--- src/rtl/q_update_sequencer_if.sv ---
// Bundle of the transition handshake, configuration, accelerator and status
// signals of the Q-update sequencer.
interface q_update_sequencer_if #(
    parameter int STATE_W  = 6,
    parameter int ACTION_W = 4,
    parameter int DATA_W   = 16,
    parameter int CNT_W    = 16
);
    logic                tr_valid;
    logic                tr_ready;
    logic [STATE_W-1:0]  tr_state;
    logic [ACTION_W-1:0] tr_action;
    logic [STATE_W-1:0]  tr_next_state;
    logic [DATA_W-1:0]   tr_reward;
    logic                tr_terminal;
    logic                halt;

    logic                cfg_we;
    logic                cfg_sel;
    logic [DATA_W-1:0]   cfg_data;

    logic                acc_en;
    logic [STATE_W-1:0]  acc_state;
    logic [ACTION_W-1:0] acc_action;
    logic [STATE_W-1:0]  acc_next_state;
    logic [DATA_W-1:0]   acc_reward;
    logic [DATA_W-1:0]   acc_gamma;
    logic [DATA_W-1:0]   acc_alpha;
    logic [DATA_W-1:0]   acc_result;

    logic                upd_done;
    logic [DATA_W-1:0]   upd_q;
    logic                err_action;
    logic                episode_end;
    logic [CNT_W-1:0]    step_cnt;
    logic [CNT_W-1:0]    episode_cnt;
    logic                busy;

    // The sequencer is the slave of the transition stream.
    modport slave (
        input  tr_valid, tr_state, tr_action, tr_next_state, tr_reward,
               tr_terminal, halt, cfg_we, cfg_sel, cfg_data, acc_result,
        output tr_ready, acc_en, acc_state, acc_action, acc_next_state,
               acc_reward, acc_gamma, acc_alpha, upd_done, upd_q,
               err_action, episode_end, step_cnt, episode_cnt, busy
    );

    modport master (
        output tr_valid, tr_state, tr_action, tr_next_state, tr_reward,
               tr_terminal, halt, cfg_we, cfg_sel, cfg_data, acc_result,
        input  tr_ready, acc_en, acc_state, acc_action, acc_next_state,
               acc_reward, acc_gamma, acc_alpha, upd_done, upd_q,
               err_action, episode_end, step_cnt, episode_cnt, busy
    );
endinterface

--- src/rtl/q_update_sequencer.sv ---
// Front-end controller for the Q-learning accelerator: serialises agent
// transitions, holds the accelerator inputs through the update, and keeps stats.
module q_update_sequencer #(
    parameter int STATE_W     = 6,
    parameter int ACTION_W    = 4,
    parameter int DATA_W      = 16,
    parameter int ACC_LATENCY = 3,
    parameter int MAX_STEPS   = 100,
    parameter int CNT_W       = 16
) (
    input  logic clk,
    input  logic rst,
    q_update_sequencer_if.slave bus
);
    typedef enum logic [1:0] {IDLE, ISSUE, WAIT, COMMIT} state_t;

    localparam int LAT_W = (ACC_LATENCY > 1) ? $clog2(ACC_LATENCY) : 1;
    localparam logic [LAT_W-1:0]  LAT_LOAD  = LAT_W'(ACC_LATENCY - 1);
    localparam logic [CNT_W-1:0]  STEP_LAST = CNT_W'(MAX_STEPS - 1);
    localparam logic [DATA_W-1:0] GAMMA_RST = DATA_W'(16'hE666);
    localparam logic [DATA_W-1:0] ALPHA_RST = DATA_W'(16'h1999);

    state_t              state_q;
    logic [LAT_W-1:0]    latCnt_q;
    logic                wrCycle_q;
    logic                accEn_q;
    logic [STATE_W-1:0]  accState_q;
    logic [ACTION_W-1:0] accAction_q;
    logic [STATE_W-1:0]  accNext_q;
    logic [DATA_W-1:0]   accReward_q;
    logic                terminal_q;
    logic [DATA_W-1:0]   gamma_q;
    logic [DATA_W-1:0]   alpha_q;
    logic [DATA_W-1:0]   gamma_d;
    logic [DATA_W-1:0]   alpha_d;
    logic [DATA_W-1:0]   updQ_q;
    logic                updDone_q;
    logic                errAction_q;
    logic                episodeEnd_q;
    logic [CNT_W-1:0]    stepCnt_q;
    logic [CNT_W-1:0]    episodeCnt_q;

    logic idleFree;
    logic accept;
    logic stepWrap;

    // The IDLE cycle right after COMMIT is the accelerator's write cycle, so it
    // neither accepts transitions nor takes configuration writes.
    always_comb begin
        idleFree = (state_q == IDLE) && !wrCycle_q;
        accept   = idleFree && !bus.halt && bus.tr_valid;
        stepWrap = terminal_q || (stepCnt_q == STEP_LAST);
        gamma_d  = gamma_q;
        alpha_d  = alpha_q;
        if (idleFree && bus.cfg_we) begin
            if (bus.cfg_sel) begin
                alpha_d = bus.cfg_data;
            end else begin
                gamma_d = bus.cfg_data;
            end
        end
    end

    always_ff @(posedge clk) begin
        if (rst) begin
            state_q      <= IDLE;
            latCnt_q     <= '0;
            wrCycle_q    <= 1'b0;
            accEn_q      <= 1'b0;
            accState_q   <= '0;
            accAction_q  <= '0;
            accNext_q    <= '0;
            accReward_q  <= '0;
            terminal_q   <= 1'b0;
            gamma_q      <= GAMMA_RST;
            alpha_q      <= ALPHA_RST;
            updQ_q       <= '0;
            updDone_q    <= 1'b0;
            errAction_q  <= 1'b0;
            episodeEnd_q <= 1'b0;
            stepCnt_q    <= '0;
            episodeCnt_q <= '0;
        end else begin
            gamma_q      <= gamma_d;
            alpha_q      <= alpha_d;
            updDone_q    <= 1'b0;
            errAction_q  <= 1'b0;
            episodeEnd_q <= 1'b0;
            case (state_q)
                IDLE: begin
                    if (wrCycle_q) begin
                        wrCycle_q <= 1'b0;
                        accEn_q   <= 1'b0;
                    end else if (accept) begin
                        accState_q  <= bus.tr_state;
                        accAction_q <= bus.tr_action;
                        accNext_q   <= bus.tr_next_state;
                        accReward_q <= bus.tr_reward;
                        terminal_q  <= bus.tr_terminal;
                        if (bus.tr_action == '0) begin
                            errAction_q <= 1'b1;
                        end else begin
                            state_q <= ISSUE;
                            accEn_q <= 1'b1;
                        end
                    end
                end
                ISSUE: begin
                    latCnt_q <= LAT_LOAD;
                    state_q  <= WAIT;
                end
                WAIT: begin
                    // upd_done and episode_end are raised here so they are
                    // visible during the COMMIT cycle itself.
                    if (latCnt_q == '0) begin
                        state_q      <= COMMIT;
                        updDone_q    <= 1'b1;
                        episodeEnd_q <= stepWrap;
                    end else begin
                        latCnt_q <= latCnt_q - LAT_W'(1);
                    end
                end
                COMMIT: begin
                    updQ_q    <= bus.acc_result;
                    wrCycle_q <= 1'b1;
                    state_q   <= IDLE;
                    if (stepWrap) begin
                        stepCnt_q    <= '0;
                        episodeCnt_q <= episodeCnt_q + CNT_W'(1);
                    end else begin
                        stepCnt_q <= stepCnt_q + CNT_W'(1);
                    end
                end
                default: begin
                    state_q <= IDLE;
                end
            endcase
        end
    end

    assign bus.tr_ready       = idleFree && !bus.halt && !rst;
    assign bus.acc_en         = accEn_q;
    assign bus.acc_state      = accState_q;
    assign bus.acc_action     = accAction_q;
    assign bus.acc_next_state = accNext_q;
    assign bus.acc_reward     = accReward_q;
    assign bus.acc_gamma      = gamma_q;
    assign bus.acc_alpha      = alpha_q;
    assign bus.upd_done       = updDone_q;
    assign bus.upd_q          = updQ_q;
    assign bus.err_action     = errAction_q;
    assign bus.episode_end    = episodeEnd_q;
    assign bus.step_cnt       = stepCnt_q;
    assign bus.episode_cnt    = episodeCnt_q;
    assign bus.busy           = (state_q != IDLE);
endmodule

--- src/flat_wrapper.sv ---
// flat-port wrapper written by rule: the top's interface ports become plain ports
module q_update_sequencer_flat 
#(
    parameter int STATE_W     = 6,
    parameter int ACTION_W    = 4,
    parameter int DATA_W      = 16,
    parameter int ACC_LATENCY = 3,
    parameter int MAX_STEPS   = 100,
    parameter int CNT_W       = 16
)
  (clk, rst, bus_tr_valid, bus_tr_state, bus_tr_action, bus_tr_next_state, bus_tr_reward, bus_tr_terminal, bus_halt, bus_cfg_we, bus_cfg_sel, bus_cfg_data, bus_acc_result, bus_tr_ready, bus_acc_en, bus_acc_state, bus_acc_action, bus_acc_next_state, bus_acc_reward, bus_acc_gamma, bus_acc_alpha, bus_upd_done, bus_upd_q, bus_err_action, bus_episode_end, bus_step_cnt, bus_episode_cnt, bus_busy);
  q_update_sequencer_if #(.STATE_W(STATE_W), .ACTION_W(ACTION_W), .DATA_W(DATA_W), .CNT_W(CNT_W)) bus_i ();
  input  logic clk;
  input  logic rst;
  input wire logic [$bits(bus_i.tr_valid)-1:0] bus_tr_valid;
  input wire logic [$bits(bus_i.tr_state)-1:0] bus_tr_state;
  input wire logic [$bits(bus_i.tr_action)-1:0] bus_tr_action;
  input wire logic [$bits(bus_i.tr_next_state)-1:0] bus_tr_next_state;
  input wire logic [$bits(bus_i.tr_reward)-1:0] bus_tr_reward;
  input wire logic [$bits(bus_i.tr_terminal)-1:0] bus_tr_terminal;
  input wire logic [$bits(bus_i.halt)-1:0] bus_halt;
  input wire logic [$bits(bus_i.cfg_we)-1:0] bus_cfg_we;
  input wire logic [$bits(bus_i.cfg_sel)-1:0] bus_cfg_sel;
  input wire logic [$bits(bus_i.cfg_data)-1:0] bus_cfg_data;
  input wire logic [$bits(bus_i.acc_result)-1:0] bus_acc_result;
  output wire logic [$bits(bus_i.tr_ready)-1:0] bus_tr_ready;
  output wire logic [$bits(bus_i.acc_en)-1:0] bus_acc_en;
  output wire logic [$bits(bus_i.acc_state)-1:0] bus_acc_state;
  output wire logic [$bits(bus_i.acc_action)-1:0] bus_acc_action;
  output wire logic [$bits(bus_i.acc_next_state)-1:0] bus_acc_next_state;
  output wire logic [$bits(bus_i.acc_reward)-1:0] bus_acc_reward;
  output wire logic [$bits(bus_i.acc_gamma)-1:0] bus_acc_gamma;
  output wire logic [$bits(bus_i.acc_alpha)-1:0] bus_acc_alpha;
  output wire logic [$bits(bus_i.upd_done)-1:0] bus_upd_done;
  output wire logic [$bits(bus_i.upd_q)-1:0] bus_upd_q;
  output wire logic [$bits(bus_i.err_action)-1:0] bus_err_action;
  output wire logic [$bits(bus_i.episode_end)-1:0] bus_episode_end;
  output wire logic [$bits(bus_i.step_cnt)-1:0] bus_step_cnt;
  output wire logic [$bits(bus_i.episode_cnt)-1:0] bus_episode_cnt;
  output wire logic [$bits(bus_i.busy)-1:0] bus_busy;
  assign bus_i.tr_valid = bus_tr_valid;
  assign bus_i.tr_state = bus_tr_state;
  assign bus_i.tr_action = bus_tr_action;
  assign bus_i.tr_next_state = bus_tr_next_state;
  assign bus_i.tr_reward = bus_tr_reward;
  assign bus_i.tr_terminal = bus_tr_terminal;
  assign bus_i.halt = bus_halt;
  assign bus_i.cfg_we = bus_cfg_we;
  assign bus_i.cfg_sel = bus_cfg_sel;
  assign bus_i.cfg_data = bus_cfg_data;
  assign bus_i.acc_result = bus_acc_result;
  assign bus_tr_ready = bus_i.tr_ready;
  assign bus_acc_en = bus_i.acc_en;
  assign bus_acc_state = bus_i.acc_state;
  assign bus_acc_action = bus_i.acc_action;
  assign bus_acc_next_state = bus_i.acc_next_state;
  assign bus_acc_reward = bus_i.acc_reward;
  assign bus_acc_gamma = bus_i.acc_gamma;
  assign bus_acc_alpha = bus_i.acc_alpha;
  assign bus_upd_done = bus_i.upd_done;
  assign bus_upd_q = bus_i.upd_q;
  assign bus_err_action = bus_i.err_action;
  assign bus_episode_end = bus_i.episode_end;
  assign bus_step_cnt = bus_i.step_cnt;
  assign bus_episode_cnt = bus_i.episode_cnt;
  assign bus_busy = bus_i.busy;
  q_update_sequencer #(.STATE_W(STATE_W), .ACTION_W(ACTION_W), .DATA_W(DATA_W), .ACC_LATENCY(ACC_LATENCY), .MAX_STEPS(MAX_STEPS), .CNT_W(CNT_W)) u_core (.clk(clk), .rst(rst), .bus(bus_i));
endmodule
--- config.mk ---
export PLATFORM = sky130hd
export DESIGN_NAME = q_update_sequencer_flat
export DESIGN_NICKNAME = d
export VERILOG_FILES = /design/src/rtl/q_update_sequencer_if.sv /design/src/rtl/q_update_sequencer.sv /design/src/flat_wrapper.sv
export SDC_FILE = /design/constraint.sdc
export NUM_CORES = 1
export LEC_CHECK = 0
export ABC_AREA = 1
export CORE_MARGIN = 2
export CORE_UTILIZATION = 44
export DETAILED_ROUTE_END_ITERATION = 8
export PLACE_DENSITY = 0.8
export SETUP_SLACK_MARGIN = 0.05
export SLEW_MARGIN = 0
export SYNTH_ARGS = -nofsm -noshare
export SYNTH_HDL_FRONTEND = slang
export SYNTH_SLANG_ARGS = --single-unit
--- constraint.sdc ---
create_clock -name clk -period 2.11 [get_ports clk]
set_clock_uncertainty 0.05 [all_clocks]
set_input_delay 0.422 -clock clk [delete_from_list [all_inputs] [get_ports clk]]
set_output_delay 0.422 -clock clk [all_outputs]
set_load 0.01 [all_outputs]
==> flow_summary.ini <==
[sta]
hold_viol_final = 0
timing.slew.headroom_pct = 74.6
setup_total_negative_slack_ns = 0
clock.fmax_mhz = 506
period_utilisation_layout_pct = 93.6
final.min_clock_period_ns = 1.97
timing.final.max_slew_violations = 0
rsz_0062_raised_after_global_routing = no
count_of_final_setup_violators = 0
max_slew.worst_pin.slew_ns = 0.380
hold_ws_ns = 0.406

[synth]
ys.flop_type = sky130_fd_sc_hd__dfxtp_1
cell_count_after_synthesis = 690
cell_with_the_most_instances_after_synthesis = sky130_fd_sc_hd__nor2_1
synth_seq_cells = 122
synth_edf_count = 0
netlist-cell-type-count = 28
post_synth_most_frequent_cells = 181 x sky130_fd_sc_hd__nor2_1, 122 x sky130_fd_sc_hd__dfxtp_1, 122 x sky130_fd_sc_hd__nand2_1
synth_top_cell_area_share_pct = 48.4
synth_area_leaders = sky130_fd_sc_hd__dfxtp_1 48%, sky130_fd_sc_hd__nor2_1 13%, sky130_fd_sc_hd__nand2_1 9.1%
async_reset_ff_share_pct = 0
syn_nets = 769
synth.yosys.seq_area_share_pct = 48.4
post_syn_area_sq_mm = 0.00504
synth.yosys.warnings = 0
post-synth-top-area-cell = sky130_fd_sc_hd__dfxtp_1
post_synth.cell_area_avg_sq_um = 7.31

[worst_setup_path]
cp_cell_sequence = clkdlybuf4s50_1
worstPathMaxFanout = 7
crit_path_max_incr_delay_ns = 0.60
critPathKind = reg2out
regToRegStartpoint = u_core.state_q[0]$_SDFFE_PP0P_
worstSetupEndpointType = output pin
r2r_setup_slack_ns = 0.34
critical_path.n_buffers_inverters = 1
crit_path_start_kind = flop
crit_slowest_cell = sky130_fd_sc_hd__clkdlybuf4s50_1
r2r.worst_path.cells = 10
worst_ep_required_time_ns = 1.64
r2r_end = u_core.bus.acc_action[2]$_SDFFE_PP0P_
cp_top_family = buffers and inverters
worst_ep_arrival_time_ns = 1.50

[drt]
num_vias = 5078
drt_pre_antenna_iters = 4
vias_per_cell = 4.87
antenna_violating_nets_post_route = 0
routed_wl_um = 13700
wire_per_inst_um = 13.1
drt_iter0_drc = 343
detail_route.drc_violations = 0

[power]
power_report.internal_total_mw = 5.59
net-switching-power_mw = 2.21
leakage_nw = 3.20
irDropWorstVdd_mv = 0.691
p_clk_share_pct = 37.5
power_density_mw_per_mm2 = 1010
combinationalPowerShare_pct = 25.8
power_mw = 7.81
p_sw_share_pct = 28.4
seq_power_share_pct = 36.7

[finish]
multiInputGateArea_sq_mm = 0.00231
finalNetCount = 966
layout-drive-gt1-share_pct = 9.22
fin_area_sq_mm = 0.00774
diodes = 0
layout.area.seq_sq_mm = 0.00244
syn_to_final_growth_pct = 53.5
n_fill_cell = 986

[floorplan]
die_h_um = 111
number_of_top_level_design_ports = 189
num_rows = 39
die_area_sq_mm = 0.0123
die_w_um = 111
start_util_pct = 44.5
placeable_area_sq_mm = 0.0113

[placement]
placement.cell_area_sq_mm = 0.00712
routabilityCongestion = 0.856
place.port_buffers = 188
dpl.hpwl_um = 9490

[clock_tree]
ctsRootBufferMaster = sky130_fd_sc_hd__clkbuf_16
clock_sinks = 122
cts.reportedPaths.clkPinSlew_ns = 0.05
hold_buffers = 0
worstSkewPairLatency_ns = 0.41
tritoncts = yes
cts-htree-levels = 4
cts_max_path_buffers = 2
cts-buffers-inserted = 17
post_cts.repair.setup_buffers = 0

[global_route]
grt_pass1_wl_um = 22900
groute.usage.overall_pct = 22.7
grt_max_degree = 49
gr-total-overflow = 0
first_global_vias = 4786
antenna_found_initial = 0

[hold_path]
hold_path_depth = 2
worstHoldPathType = reg2reg
hold_start = u_core.bus.acc_gamma[6]$_SDFFE_PP1P_
holdPathEnd = u_core.bus.acc_gamma[6]$_SDFFE_PP1P_

[job]
count_of_max_cap_constraint_violations = 0

[status]
outcome = finished clean
==> per-layer routing <==
| metal | vias to the layer above | track usage, % | routed length [um] |
|---|---|---|---|
| li1 | 2599 | - | - |
| met4 | 0 | 9.55 | 207 |
| met1 | 2313 | 27.1 | 5930 |
| met5 | - | 0 | 0 |
| met3 | 18 | 7.76 | 946 |
| met2 | 148 | 37.3 | 6630 |
==> logic make-up (layout without fill, tap and decap cells) <==
| kind of cell | count (synthesis) | count (layout) | synth area share [%] |
|---|---|---|---|
| AO/OA/AOI/OAI | 99 | 99 | 10.1 |
| buffers and inverters | 74 | 284 | 6.03 |
| adder cells (fa/ha/maj) | 8 | 8 | 1.99 |
| AND/OR/NAND/NOR | 377 | 377 | 31.7 |
| XOR/XNOR | 10 | 10 | 1.74 |
| flip-flops | 122 | 122 | 48.4 |
==> cell type report <==
class,instances,area share (%)
inverters,46,2.23
flip-flops and latches,122,31.6
multi-input cells,494,29.9
repair buffers,206,26.1
clock buffers,22,6.39
clock inverters,10,1.49
well taps,143,2.31
==> layout by cell type, fill, tap and decap left out, drive strengths merged <==
master,count
nand3b,2
a21oi,22
xor2,7
inv,45
bufinv,2
dlygate4sd2,1
ha,8
nor4,1
clkinv,6
nand2,128
a21boi,1
xnor2,3
nor3,10
o21ai,75
dfxtp,122
clkbuf,23
a211oi,1
nand3,37
buf,18
clkdlybuf4s50,186
clkinvlp,3
nor2,191
nand4,8
==> power by group through the flow <==
stage | Clock [mW] | Combinational, mW | Sequential (mW)
2_1_floorplan | 0 | 0.736 | 3.06
3_3_place_gp | 0 | 1.98 | 2.89
3_5_place_dp | 0 | 2.00 | 2.90
4_1_cts | 2.98 | 2.01 | 2.86
5_1_grt | 3.09 | 2.22 | 2.91
6_report | 2.92 | 2.02 | 2.86
==> sequential cells by signal, indices dropped and copies added (netlist names), 2 cells and up <==
signal                     flops
u_core.bus.acc_alpha          16
u_core.bus.acc_state           6
u_core.bus.acc_action          4
u_core.state_q                 2
u_core.bus.acc_gamma          16
u_core.bus.step_cnt           16
u_core.bus.upd_q              16
u_core.bus.acc_reward         16
u_core.bus.acc_next_state      6
u_core.latCnt_q                2
u_core.bus.episode_cnt        16
==> worst max-delay path by stage <==
stage                                   startpoint                             end  cells past startpoint
6_report       u_core.bus.step_cnt[3]$_SDFFE_PP0P_                 bus_step_cnt[3]                      1
5_1_grt        u_core.bus.step_cnt[3]$_SDFFE_PP0P_                 bus_step_cnt[3]                      1
4_1_cts             u_core.state_q[0]$_SDFFE_PP0P_                    bus_tr_ready                      7
3_5_place_dp                              bus_halt                    bus_tr_ready                      5
3_3_place_gp                              bus_halt                    bus_tr_ready                      5
2_1_floorplan       u_core.state_q[0]$_SDFFE_PP0P_  u_core.state_q[0]$_SDFFE_PP0P_                     11
==> through the flow <==
stage               worst slack [ns]  std cells  utilization, %
finish                         0.135       1043            68.4
global route                  0.0732       1043            68.4
CTS                         0.000298       1043            68.3
detailed placement           0.00559       1011            62.9
global placement              0.0135       1011            62.9
floorplan                      0.501        690               -
==> timing repair <==
item	CTS	global route
resized for setup	3	7
endpoints found under the hold margin	0	0
setup endpoints to repair	2	1
(Power assumes the default switching activity.)
